[config.mk]
export PLATFORM = sky130hd
export DESIGN_NAME = insn_enc
export DESIGN_NICKNAME = d
export VERILOG_FILES = /design/src/rtl/insn_enc_pkg.sv /design/src/rtl/insn_fifo.sv /design/src/rtl/insn_enc.sv
export SDC_FILE = /design/constraint.sdc
export NUM_CORES = 1
export LEC_CHECK = 0
export CORE_ASPECT_RATIO = 0.7
export CORE_MARGIN = 1.5
export CORE_UTILIZATION = 53
export DETAILED_ROUTE_END_ITERATION = 12
export GPL_ROUTABILITY_DRIVEN = 0
export PLACE_DENSITY_LB_ADDON = 0.12
export SLEW_MARGIN = 20
export SYNTH_ARGS = -nofsm -noshare
export SYNTH_HDL_FRONTEND = slang
export SYNTH_SLANG_ARGS = --single-unit
[constraint.sdc]
create_clock -name clk -period 2.5 [get_ports clk]
set_input_delay 0.375 -clock clk [delete_from_list [all_inputs] [get_ports clk]]
set_output_delay 0.375 -clock clk [all_outputs]
set_load 0.02 [all_outputs]
[src/rtl/insn_enc_pkg.sv]
// Shared MIPS subset definitions: mnemonic codes, opcode/funct constants and the
// instruction encoder used by insn_enc and the control decoder bench.
package insn_enc_pkg;

    typedef enum logic [2:0] {
        MN_ADDU = 3'd0,
        MN_SUBU = 3'd1,
        MN_ORI  = 3'd2,
        MN_LW   = 3'd3,
        MN_SW   = 3'd4,
        MN_BEQ  = 3'd5,
        MN_LUI  = 3'd6,
        MN_BAD  = 3'd7
    } mnem_e;

    localparam logic [5:0] OP_RTYPE   = 6'b000000;
    localparam logic [5:0] OP_ORI     = 6'b001101;
    localparam logic [5:0] OP_LW      = 6'b100011;
    localparam logic [5:0] OP_SW      = 6'b101011;
    localparam logic [5:0] OP_BEQ     = 6'b000100;
    localparam logic [5:0] OP_LUI     = 6'b001111;
    localparam logic [5:0] FUNCT_ADDU = 6'b100001;
    localparam logic [5:0] FUNCT_SUBU = 6'b100011;

    localparam logic [31:0] NOP_WORD  = 32'h0000_0000;

    // Unsupported mnemonics encode as nop; the caller decides whether they are queued.
    function automatic logic [31:0] encode_insn(
        input mnem_e       mn,
        input logic [4:0]  rs,
        input logic [4:0]  rt,
        input logic [4:0]  rd,
        input logic [15:0] imm
    );
        logic [31:0] word;
        word = NOP_WORD;
        case (mn)
            MN_ADDU: word = {OP_RTYPE, rs, rt, rd, 5'd0, FUNCT_ADDU};
            MN_SUBU: word = {OP_RTYPE, rs, rt, rd, 5'd0, FUNCT_SUBU};
            MN_ORI:  word = {OP_ORI, rs, rt, imm};
            MN_LW:   word = {OP_LW,  rs, rt, imm};
            MN_SW:   word = {OP_SW,  rs, rt, imm};
            MN_BEQ:  word = {OP_BEQ, rs, rt, imm};
            MN_LUI:  word = {OP_LUI, 5'd0, rt, imm};
            default: word = NOP_WORD;
        endcase
        return word;
    endfunction

endpackage

[src/rtl/insn_fifo.sv]
// Synchronous FIFO holding encoded instruction words; head word is visible
// combinationally so a word written at one edge is presented right after it.
module insn_fifo #(
    parameter int DEPTH = 4,
    parameter int WIDTH = 32
) (
    input  logic                     clk,
    input  logic                     rst,
    input  logic                     push,
    input  logic                     pop,
    input  logic [WIDTH-1:0]         wdata,
    output logic [WIDTH-1:0]         rdata,
    output logic [$clog2(DEPTH):0]   count,
    output logic                     full,
    output logic                     empty
);
    import insn_enc_pkg::*;

    localparam int AW = $clog2(DEPTH);
    localparam logic [AW:0] FULL_CNT = (AW+1)'(DEPTH);

    logic [WIDTH-1:0] mem_q [DEPTH];
    logic [AW-1:0]    wr_ptr_q, wr_ptr_d;
    logic [AW-1:0]    rd_ptr_q, rd_ptr_d;
    logic [AW:0]      count_q, count_d;
    logic             do_push, do_pop;

    assign full    = (count_q == FULL_CNT);
    assign empty   = (count_q == '0);
    assign do_push = push && !full;
    assign do_pop  = pop && !empty;

    // Power-of-two depth lets the pointers wrap by plain overflow.
    always_comb begin
        wr_ptr_d = wr_ptr_q;
        rd_ptr_d = rd_ptr_q;
        count_d  = count_q;
        if (do_push) begin
            wr_ptr_d = wr_ptr_q + 1'b1;
        end
        if (do_pop) begin
            rd_ptr_d = rd_ptr_q + 1'b1;
        end
        case ({do_push, do_pop})
            2'b10:   count_d = count_q + 1'b1;
            2'b01:   count_d = count_q - 1'b1;
            default: count_d = count_q;
        endcase
    end

    always_ff @(posedge clk) begin
        if (rst) begin
            wr_ptr_q <= '0;
            rd_ptr_q <= '0;
            count_q  <= '0;
        end else begin
            wr_ptr_q <= wr_ptr_d;
            rd_ptr_q <= rd_ptr_d;
            count_q  <= count_d;
        end
    end

    for (genvar gi = 0; gi < DEPTH; gi++) begin : g_entry
        always_ff @(posedge clk) begin
            if (!rst && do_push && (wr_ptr_q == AW'(gi))) begin
                mem_q[gi] <= wdata;
            end
        end
    end

    assign rdata = mem_q[rd_ptr_q];
    assign count = count_q;

endmodule

[src/rtl/insn_enc.sv]
// MIPS instruction encoder front end: encodes one request per accept into a
// FIFO and tracks the instruction-memory address of the head word.
// Optional macro INSN_ENC_ERR_EN: adds sticky err output and drops mnemonic 7.
module insn_enc
    import insn_enc_pkg::*;
#(
    parameter int          DEPTH     = 4,
    parameter logic [31:0] BASE_ADDR = 32'h0000_3000
) (
    input  logic                    clk,
    input  logic                    rst,
    input  logic                    in_valid,
    output logic                    in_ready,
    input  logic [2:0]              in_mn,
    input  logic [4:0]              in_rs,
    input  logic [4:0]              in_rt,
    input  logic [4:0]              in_rd,
    input  logic [15:0]             in_imm,
    output logic                    out_valid,
    input  logic                    out_ready,
    output logic [31:0]             out_insn,
    output logic [31:0]             out_addr,
`ifdef INSN_ENC_ERR_EN
    output logic                    err,
`endif
    output logic [$clog2(DEPTH):0]  count
);

    logic [31:0] enc_word;
    logic        accept;
    logic        fifo_push;
    logic        fifo_pop;
    logic        fifo_full;
    logic        fifo_empty;
    logic [31:0] addr_q, addr_d;

    always_comb begin
        enc_word = encode_insn(mnem_e'(in_mn), in_rs, in_rt, in_rd, in_imm);
    end

    assign in_ready  = !fifo_full;
    assign out_valid = !fifo_empty;
    assign accept    = in_valid && in_ready;
    assign fifo_pop  = out_valid && out_ready;

`ifdef INSN_ENC_ERR_EN
    logic err_q, err_d;

    // Unsupported requests are consumed but never reach the FIFO.
    assign fifo_push = accept && (mnem_e'(in_mn) != MN_BAD);

    always_comb begin
        err_d = err_q;
        if (accept && (mnem_e'(in_mn) == MN_BAD)) begin
            err_d = 1'b1;
        end
    end

    always_ff @(posedge clk) begin
        if (rst) begin
            err_q <= 1'b0;
        end else begin
            err_q <= err_d;
        end
    end

    assign err = err_q;
`else
    assign fifo_push = accept;
`endif

    always_comb begin
        addr_d = addr_q;
        if (fifo_pop) begin
            addr_d = addr_q + 32'd4;
        end
    end

    always_ff @(posedge clk) begin
        if (rst) begin
            addr_q <= BASE_ADDR;
        end else begin
            addr_q <= addr_d;
        end
    end

    assign out_addr = addr_q;

    insn_fifo #(
        .DEPTH (DEPTH),
        .WIDTH (32)
    ) u_fifo (
        .clk   (clk),
        .rst   (rst),
        .push  (fifo_push),
        .pop   (fifo_pop),
        .wdata (enc_word),
        .rdata (out_insn),
        .count (count),
        .full  (fifo_full),
        .empty (fifo_empty)
    );

endmodule

==> results of run 1 <==
## worst max-delay path, stage by stage (launching register included)
cell     delay [ns]
dfxtp_1        0.38
or3b_2         0.51
nand2_1        0.19
ha_1           0.21
inv_1          0.06
fa_1           0.37
xor2_1         0.15
or3_1          0.30
a21oi_1        0.14
## state kept, by name, summed over array words and instances (netlist names), named ones only
name / cells
u_fifo.wr_ptr_q: 2
u_fifo.count: 3
out_addr: 30
u_fifo.rd_ptr_q: 2
u_fifo.mem_q: 124
## per-stage QoR
stage                     hold WS (ns)  power, mW  std cells
after floorplan                  0.469       4.41        440
after global placement           0.474       5.22        696
after detailed placement         0.479       5.24        696
after CTS                        0.491       7.59        728
after global routing             0.536       7.82        728
final                            0.492       7.52        728
## cells in the final DEF (no fill, tap or decap), types with 4 or more instances in the layout
cell type	instances
dlygate4sd2_1	31
buf_12	6
mux4_2	31
inv_6	6
and2_2	4
xor2_1	6
o22ai_1	7
nand3_1	13
edfxtp_1	124
clkdlybuf4s50_1	72
or4_1	16
dfxtp_1	37
and3_1	9
nor2_1	19
o21ai_0	6
and2_1	11
o31ai_1	14
buf_4	9
inv_1	10
nand2_1	23
nand4_1	8
xnor2_1	8
ha_1	6
clkinvlp_4	4
clkbuf_16	17
or3_1	7
a21oi_1	29
## power groups by stage
stage / Sequential, mW / Combinational, mW / Clock (mW)
2_1_floorplan: 3.28 / 1.13 / 0
3_3_place_gp: 3.23 / 1.99 / 0
3_5_place_dp: 3.24 / 2.00 / 0
4_1_cts: 3.18 / 1.86 / 2.54
5_1_grt: 3.20 / 1.97 / 2.66
6_report: 3.18 / 1.83 / 2.51
## worst min-delay path by stage
stage / endpoint / slack (ns) / depth (start not counted)
after floorplan: u_fifo.wr_ptr_q[1]$_SDFFE_PP0P_ / 0.47 / 2
after global placement: out_addr[31]$_SDFFE_PP0P_ / 0.47 / 2
after detailed placement: out_addr[31]$_SDFFE_PP0P_ / 0.48 / 2
after CTS: out_addr[3]$_SDFFE_PP0P_ / 0.49 / 2
after global routing: out_addr[3]$_SDFFE_PP0P_ / 0.54 / 2
final: out_addr[3]$_SDFFE_PP0P_ / 0.49 / 2
## layer usage
metal / wire (um) / vias to the layer above
met3: 716 / 7
met5: 0 / -
met4: 65 / 0
met2: 6460 / 112
met1: 6280 / 2091
li1: - / 1949
## cells by family after synthesis
logic type	after synthesis
other	1
AO/OA/AOI/OAI	61
flip-flops	163
multiplexers	33
buffers and inverters	35
XOR/XNOR	14
AND/OR/NAND/NOR	124
adder cells (fa/ha/maj)	7
## area by class of cell
| cell class | instances | area [um^2] | area share |
|---|---|---|---|
| flip-flops and latches | 163 | 4510 | 0.529 |
| multi-input cells | 242 | 2010 | 0.237 |
| repair buffers | 118 | 1180 | 0.139 |
| clock buffers | 17 | 425 | 0.0500 |
| well taps | 162 | 203 | 0.0238 |
| clock inverters | 15 | 145 | 0.0170 |
| inverters | 11 | 41.3 | 0.00485 |
==> results.toml, run 1 <==
[placement]
place_ws_ns = 0.0953
dpl.hpwl_um = 8510
io_buffers = 103
dpl-instance-area_um2 = 7980

[synth]
yosysWarnings = 0
synth_common_cells = "124 x edfxtp_1, 39 x dfxtp_1, 31 x mux4_2"
synthAdderAreaFrac = 0.0143
synth_cell_types = 40
synth_top_family_by_area = "multiplexers"
synth_ff_type = "edfxtp_1"
synth_top_area_share = 0.559
postSynth.asyncResetShare = 0
synth_xor_xnor_area_share = 0.0184
synth_seq_area_share = 0.676
yosys-top-cells-area = "edfxtp_1 56%, dfxtp_1 12%, mux4_2 10%"
syn_inst = 438
ys_seq_elements = 163
synthSimpleGateAreaFrac = 0.102
synth_most_common_cell = "edfxtp_1"
synth_top_area_cell = "edfxtp_1"
synth.area.mux_share = 0.108
synth_compound_area_frac = 0.0569
syn_avg_cell_area_um2 = 15.2
synth_edf_count = 124
synth_area_um2 = 6660

[layout]
finalInstanceArea_um2 = 8520
antenna_cells = 0
area_growth_pct = 27.9
fin_nets = 598
fillers = 844
final_util = 0.690
layout-drive-gt1-share = 0.157

[clock_tree]
cts.path.max_buffers = 2
cts_buffers = 17
htree_levels = 4
cts_setup_buffers = 0
clock-sinks = 163
cts_tree = "yes"
clk_latency_ns = 0.42
cts_resized = 31
cts_hold_repair.buffers = 0
path_clk_slew_ns = 0.07
clock-root-buffer = "clkbuf_16"

[routing]
vias = 4159
remaining_drc_errors = 0
dr.pass1.iters = 4
ant_nets = 0
wirelength_um = 13500
post_drt_wl_per_cell_um = 18.6
drt-initial-drc-count = 231
vias_per_cell = 5.71

[floorplanning]
die-area_um2 = 13300
start_util = 0.540
die_y_um = 96.8
ios = 107
die_w_um = 137
coreArea_um2 = 12300
rows = 34

[sta]
fin_tns_setup_ns = 0
fmax_mhz = 419
min_period_ns = 2.39
max-slew-margin-rel = 0.624
setup_viol = 0
worst_pin_slew_ns = 0.562
post-route-period-util = 0.956
rsz0062_at_grt = "false"
hold_violations = 0
worst_slack_ns = 0.111
finClkSkew_ns = 0.00978
slew_violations = 0

[global_route]
grt.overflow.total = 0
busiest_layer = "met2"
grt_pass1_wl_um = 21600
grt_max_degree = 40
met2_usage = 0.330
antenna_found_initial = 0
met3_usage = 0.0498
use_met1 = 0.325
grt_pass1_vias = 4015
gr-usage-all-layers = 0.218

[setup_path]
reg2reg_to = "u_fifo.count[2]$_SDFFE_PP0P_"
rr_startpoint = "u_fifo.count[0]$_SDFFE_PP0P_"
crit_end = "u_fifo.count[2]$_SDFFE_PP0P_"
start_kind = "flop"
worstPathArrival_ns = 2.74
crit_start = "u_fifo.count[0]$_SDFFE_PP0P_"
critical_path_class = "reg2reg"
end_kind = "flop"
reg2reg_slack_ns = 0.11
critPathRequiredTime_ns = 2.85
cp_max_fo = 6
reg2regPathDepth = 8

[power_and_ir_drop]
swShare = 0.287
intPower_mw = 5.36
p_sw_mw = 2.16
clockPowerShare = 0.333
p_leak_nw = 2.81
combPwrFrac = 0.244
seq_power_share = 0.423
peakVddDrop_v = 0.000467
power_density_nw_per_um2 = 883

[worst_hold_path]
holdCritStartpoint = "out_addr[3]$_SDFFE_PP0P_"
hp-class = "reg2reg"

[flow_run]
cap_violations = 0

[outcome]
outcome = "finished, final reports clean"
Note: power is estimated with default switching activity, not from simulation.
==> run 2, diff against run 1 <==
--- a/config.mk
+++ b/config.mk
@@ -6,7 +6,6 @@
 export NUM_CORES = 1
 export LEC_CHECK = 0
 export CORE_ASPECT_RATIO = 0.7
-export CORE_MARGIN = 1.5
 export CORE_UTILIZATION = 53
 export DETAILED_ROUTE_END_ITERATION = 12
 export GPL_ROUTABILITY_DRIVEN = 0
==> results.toml, run 2 (synthesis gave the netlist of run 1 again) <==
[clock_tree]
clock-sinks = 163
clock-root-buffer = "clkbuf_16"
cts.path.max_buffers = 2
cts_tree = "yes"
cts_hold_repair.buffers = 0
htree_levels = 4
path_clk_slew_ns = 0.06
cts_buffers = 17
clk_latency_ns = 0.41

[setup_path]
worstPathArrival_ns = 2.71
end_kind = "flop"
start_kind = "flop"
cp_max_fo = 6
critical_path_class = "reg2reg"
critPathRequiredTime_ns = 2.85
reg2reg_slack_ns = 0.14

[layout]
largest_register_ffs = 124
final_util = 0.714
layout-drive-gt1-share = 0.152
area_growth_pct = 28.4
layout_commonest_cell = "edfxtp_1"
fin_nets = 596
final_cell_mix = "124 x edfxtp_1, 72 x clkdlybuf4s50_1, 38 x dfxtp_1, 31 x mux4_2, 31 x dlygate4sd2_1"
finalInstanceArea_um2 = 8550
top_register = "u_fifo.mem_q"

[flow_run]
cap_violations = 0

[routing]
remaining_drc_errors = 0
vias_per_cell = 5.70
ant_nets = 0
drt-initial-drc-count = 235
vias = 4115
wirelength_um = 13800
dr.pass1.iters = 4
post_drt_wl_per_cell_um = 19.1

[floorplanning]
coreArea_um2 = 12000
die_w_um = 136
ios = 107
die_y_um = 95.8
start_util = 0.556
rows = 33
die-area_um2 = 13000

[placement]
dpl.hpwl_um = 8820
io_buffers = 103
dpl-instance-area_um2 = 7960
place_ws_ns = 0.145

[sta]
hold_violations = 0
rsz0062_at_grt = "false"
post-route-period-util = 0.945
max-slew-margin-rel = 0.612
setup_viol = 0
slew_violations = 0
fin_tns_setup_ns = 0
min_period_ns = 2.36
worst_pin_slew_ns = 0.580
fmax_mhz = 423
finClkSkew_ns = 0.00764
worst_slack_ns = 0.137

[power_and_ir_drop]
power_density_nw_per_um2 = 906
peakVddDrop_v = 0.000561
p_leak_nw = 2.82

[global_route]
grt_pass1_wl_um = 21500
grt.overflow.total = 0
antenna_found_initial = 0
gr-usage-all-layers = 0.229
grt_max_degree = 40
grt_pass1_vias = 4007

[outcome]
outcome = "finished, final reports clean"

[worst_hold_path]
hp-class = "reg2reg"
==> run 2: power by group <==
| part | switching (mW) | internal (mW) |
|---|---|---|
| sequential | 0.0855 | 3.11 |
| combinational | 0.973 | 0.856 |
| clock | 1.05 | 1.68 |
| total | 2.11 | 5.64 |
==> run 2: layout make-up <==
cell class | instances | area (um^2)
flip-flops and latches | 163 | 4510
fillers | 831 | 3420
multi-input cells | 242 | 2010
repair buffers | 116 | 1160
clock buffers | 17 | 425
clock inverters | 15 | 204
well taps | 157 | 196
inverters | 11 | 41.3
diodes | 1 | 2.50
==> run 2: metal layers <==
| layer | track usage | part of all wire | vias to the layer above |
|---|---|---|---|
| met5 | 0 | 0 | - |
| met4 | 0.0806 | 0.0063 | 0 |
| met3 | 0.0537 | 0.046 | 6 |
| met2 | 0.352 | 0.48 | 115 |
| met1 | 0.322 | 0.47 | 2063 |
| li1 | - | - | 1931 |
==> run 2: through the flow <==
| step | total power [mW] | hold WS [ns] | instances |
|---|---|---|---|
| CTS | 7.85 | 0.494 | 721 |
| global placement | 5.22 | 0.473 | 689 |
| global route | 8.10 | 0.519 | 721 |
| finish | 7.75 | 0.489 | 722 |
| detailed placement | 5.25 | 0.485 | 689 |
| floorplan | 4.41 | 0.469 | 440 |
==> run 2: critical path: stages (launching register included) <==
cell and delay, ns:
dfxtp_1 0.38, or3b_2 0.53, nand2_1 0.16, ha_1 0.20, inv_1 0.06, fa_1 0.37, xor2_1 0.16, or3_1 0.31
a21oi_1 0.14
==> run 2: repair_timing <==
item | in CTS | in global routing
endpoints found under the setup margin | 31 | 0
hold endpoints to repair | 0 | 0
setup buffers | 0 | 0
resized for setup | 31 | 0
==> run 2: worst paths after layout <==
check / start / to / depth (start not counted)
worst min-delay path: out_addr[3]$_SDFFE_PP0P_ / out_addr[3]$_SDFFE_PP0P_ / 2
worst max register to register: u_fifo.count[1]$_SDFFE_PP0P_ / u_fifo.count[2]$_SDFFE_PP0P_ / 8
worst max-delay path: u_fifo.count[1]$_SDFFE_PP0P_ / u_fifo.count[2]$_SDFFE_PP0P_ / 8
worst min register to register: out_addr[3]$_SDFFE_PP0P_ / out_addr[3]$_SDFFE_PP0P_ / 2
==> run 3, diff against run 2 <==
--- a/config.mk
+++ b/config.mk
@@ -6,7 +6,7 @@
 export NUM_CORES = 1
 export LEC_CHECK = 0
 export CORE_ASPECT_RATIO = 0.7
-export CORE_UTILIZATION = 53
+export CORE_UTILIZATION = 57
 export DETAILED_ROUTE_END_ITERATION = 12
 export GPL_ROUTABILITY_DRIVEN = 0
 export PLACE_DENSITY_LB_ADDON = 0.12
==> constraint.sdc (replaced) <==
create_clock -name clk -period 3 [get_ports clk]
set_input_delay 0.45 -clock clk [delete_from_list [all_inputs] [get_ports clk]]
set_output_delay 0.45 -clock clk [all_outputs]
set_load 0.02 [all_outputs]
==> results.toml, run 3 (synthesis gave the netlist of run 1 again) <==
[layout]
fillers = 668
top_register = "u_fifo.mem_q"
largest_register_ffs = 124
layout_commonest_cell = "edfxtp_1"
fin_nets = 594
final_cell_mix = "124 x edfxtp_1, 103 x clkdlybuf4s50_1, 38 x dfxtp_1, 31 x mux4_2, 29 x a21oi_1"
final_cell_count_no_fill = 714
area_growth_pct = 27.0
antenna_cells = 0
layout-drive-gt1-share = 0.150

[sta]
fin_tns_setup_ns = 0
hold_violations = 0
rsz0062_at_grt = "false"
finClkSkew_ns = 0.00963
slew_violations = 0
post-route-period-util = 0.883
fmax_mhz = 377
setup_viol = 0
worst_slack_ns = 0.351
worst_pin_slew_ns = 0.557
max-slew-margin-rel = 0.629
min_period_ns = 2.65

[placement]
dpl.cell_count = 683
io_buffers = 103
place_ws_ns = 0.507
dpl.hpwl_um = 8620

[routing]
remaining_drc_errors = 0
wirelength_um = 13800
vias = 4243
drt-initial-drc-count = 271
post_drt_wl_per_cell_um = 19.4
vias_per_cell = 5.94
ant_nets = 0
dr.pass1.iters = 4

[power_and_ir_drop]
peakVddDrop_v = 0.000532
swShare = 0.278
seq_power_share = 0.418
clockPowerShare = 0.329
combPwrFrac = 0.253
report.power.total_mw = 6.40
p_leak_nw = 2.73
p_sw_mw = 1.78
intPower_mw = 4.62
power_density_nw_per_um2 = 757

[global_route]
grt_pass1_wl_um = 21500
grt_max_degree = 40
antenna_found_initial = 0
gr-usage-all-layers = 0.240
grt_pass1_vias = 4080
grt.overflow.total = 0

[clock_tree]
clock-root-buffer = "clkbuf_16"
cts.path.max_buffers = 2
cts_resized = 0
cts_setup_buffers = 0
path_clk_slew_ns = 0.06
clock-sinks = 163
htree_levels = 4
cts_hold_repair.buffers = 0
clk_latency_ns = 0.41
cts_buffers = 17
cts_tree = "yes"

[worst_hold_path]
hp-class = "reg2reg"

[setup_path]
reg2reg_slack_ns = 0.53
start_kind = "flop"
critPathRequiredTime_ns = 2.55
critical_path_class = "reg2out"
end_kind = "output pin"
worstPathArrival_ns = 2.20
cp_max_fo = 31

[floorplanning]
start_util = 0.594
die-area_um2 = 12100
coreArea_um2 = 11200
ios = 107
die_w_um = 131
die_y_um = 92.4
rows = 32

[flow_run]
cap_violations = 0

[outcome]
outcome = "finished, final reports clean"
## run 3: cell count changes in the layout (fill, tap and decap cells not counted), sizes merged
| cell | delta |
|---|---|
| diode | -1 |
| dlygate4sd2 | -31 |
| clkinvlp | +1 |
| bufinv | -2 |
| buf | -2 |
| clkdlybuf4s50 | +31 |
## run 3: power groups by stage
stage / sequential, mW / combinational (mW) / clock, mW
3_3_place_gp: 2.71 / 1.59 / 0
4_1_cts: 2.67 / 1.63 / 2.14
5_1_grt: 2.68 / 1.72 / 2.23
3_5_place_dp: 2.72 / 1.62 / 0
2_1_floorplan: 2.73 / 0.942 / 0
6_report: 2.67 / 1.62 / 2.11
## run 3: cell type report
class                           instances  area (um^2)  share of cell area
Timing Repair Buffer                  114         1130               0.133
Clock inverter                         14          154              0.0182
Inverter                               11         41.3             0.00488
Multi-Input combinational cell        242         2010               0.238
Sequential cell                       163         4510               0.533
Tap cell                              153          191              0.0226
Clock buffer                           17          425              0.0503
## run 3: critical path: stages (launching register included)
cell and delay (ns):
dfxtp_2 0.35, buf_12 0.28, mux4_2 0.59, clkdlybuf4s50_1 0.56
## run 3: worst paths after layout
path	startpoint	endpoint	depth (start not counted)
max reg2reg	u_fifo.count[2]$_SDFFE_PP0P_	u_fifo.count[2]$_SDFFE_PP0P_	8
max	flop	out_insn[12]	3
min reg2reg	out_addr[31]$_SDFFE_PP0P_	out_addr[31]$_SDFFE_PP0P_	2
min	out_addr[31]$_SDFFE_PP0P_	out_addr[31]$_SDFFE_PP0P_	2
## run 3: stage by stage
step | hold slack (ns) | util | instance area [um^2]
final | 0.501 | 0.754 | 8460
after global routing | 0.532 | 0.754 | 8460
after CTS | 0.504 | 0.754 | 8460
after detailed placement | 0.496 | 0.703 | 7880
after global placement | 0.468 | 0.703 | 7880
after floorplan | 0.469 | - | 6670
## run 3: routing by layer
metal	share of wire	GRT usage
met1	0.44	0.340
met5	0	0
met4	0.0078	0.0843
met3	0.073	0.0547
met2	0.47	0.369
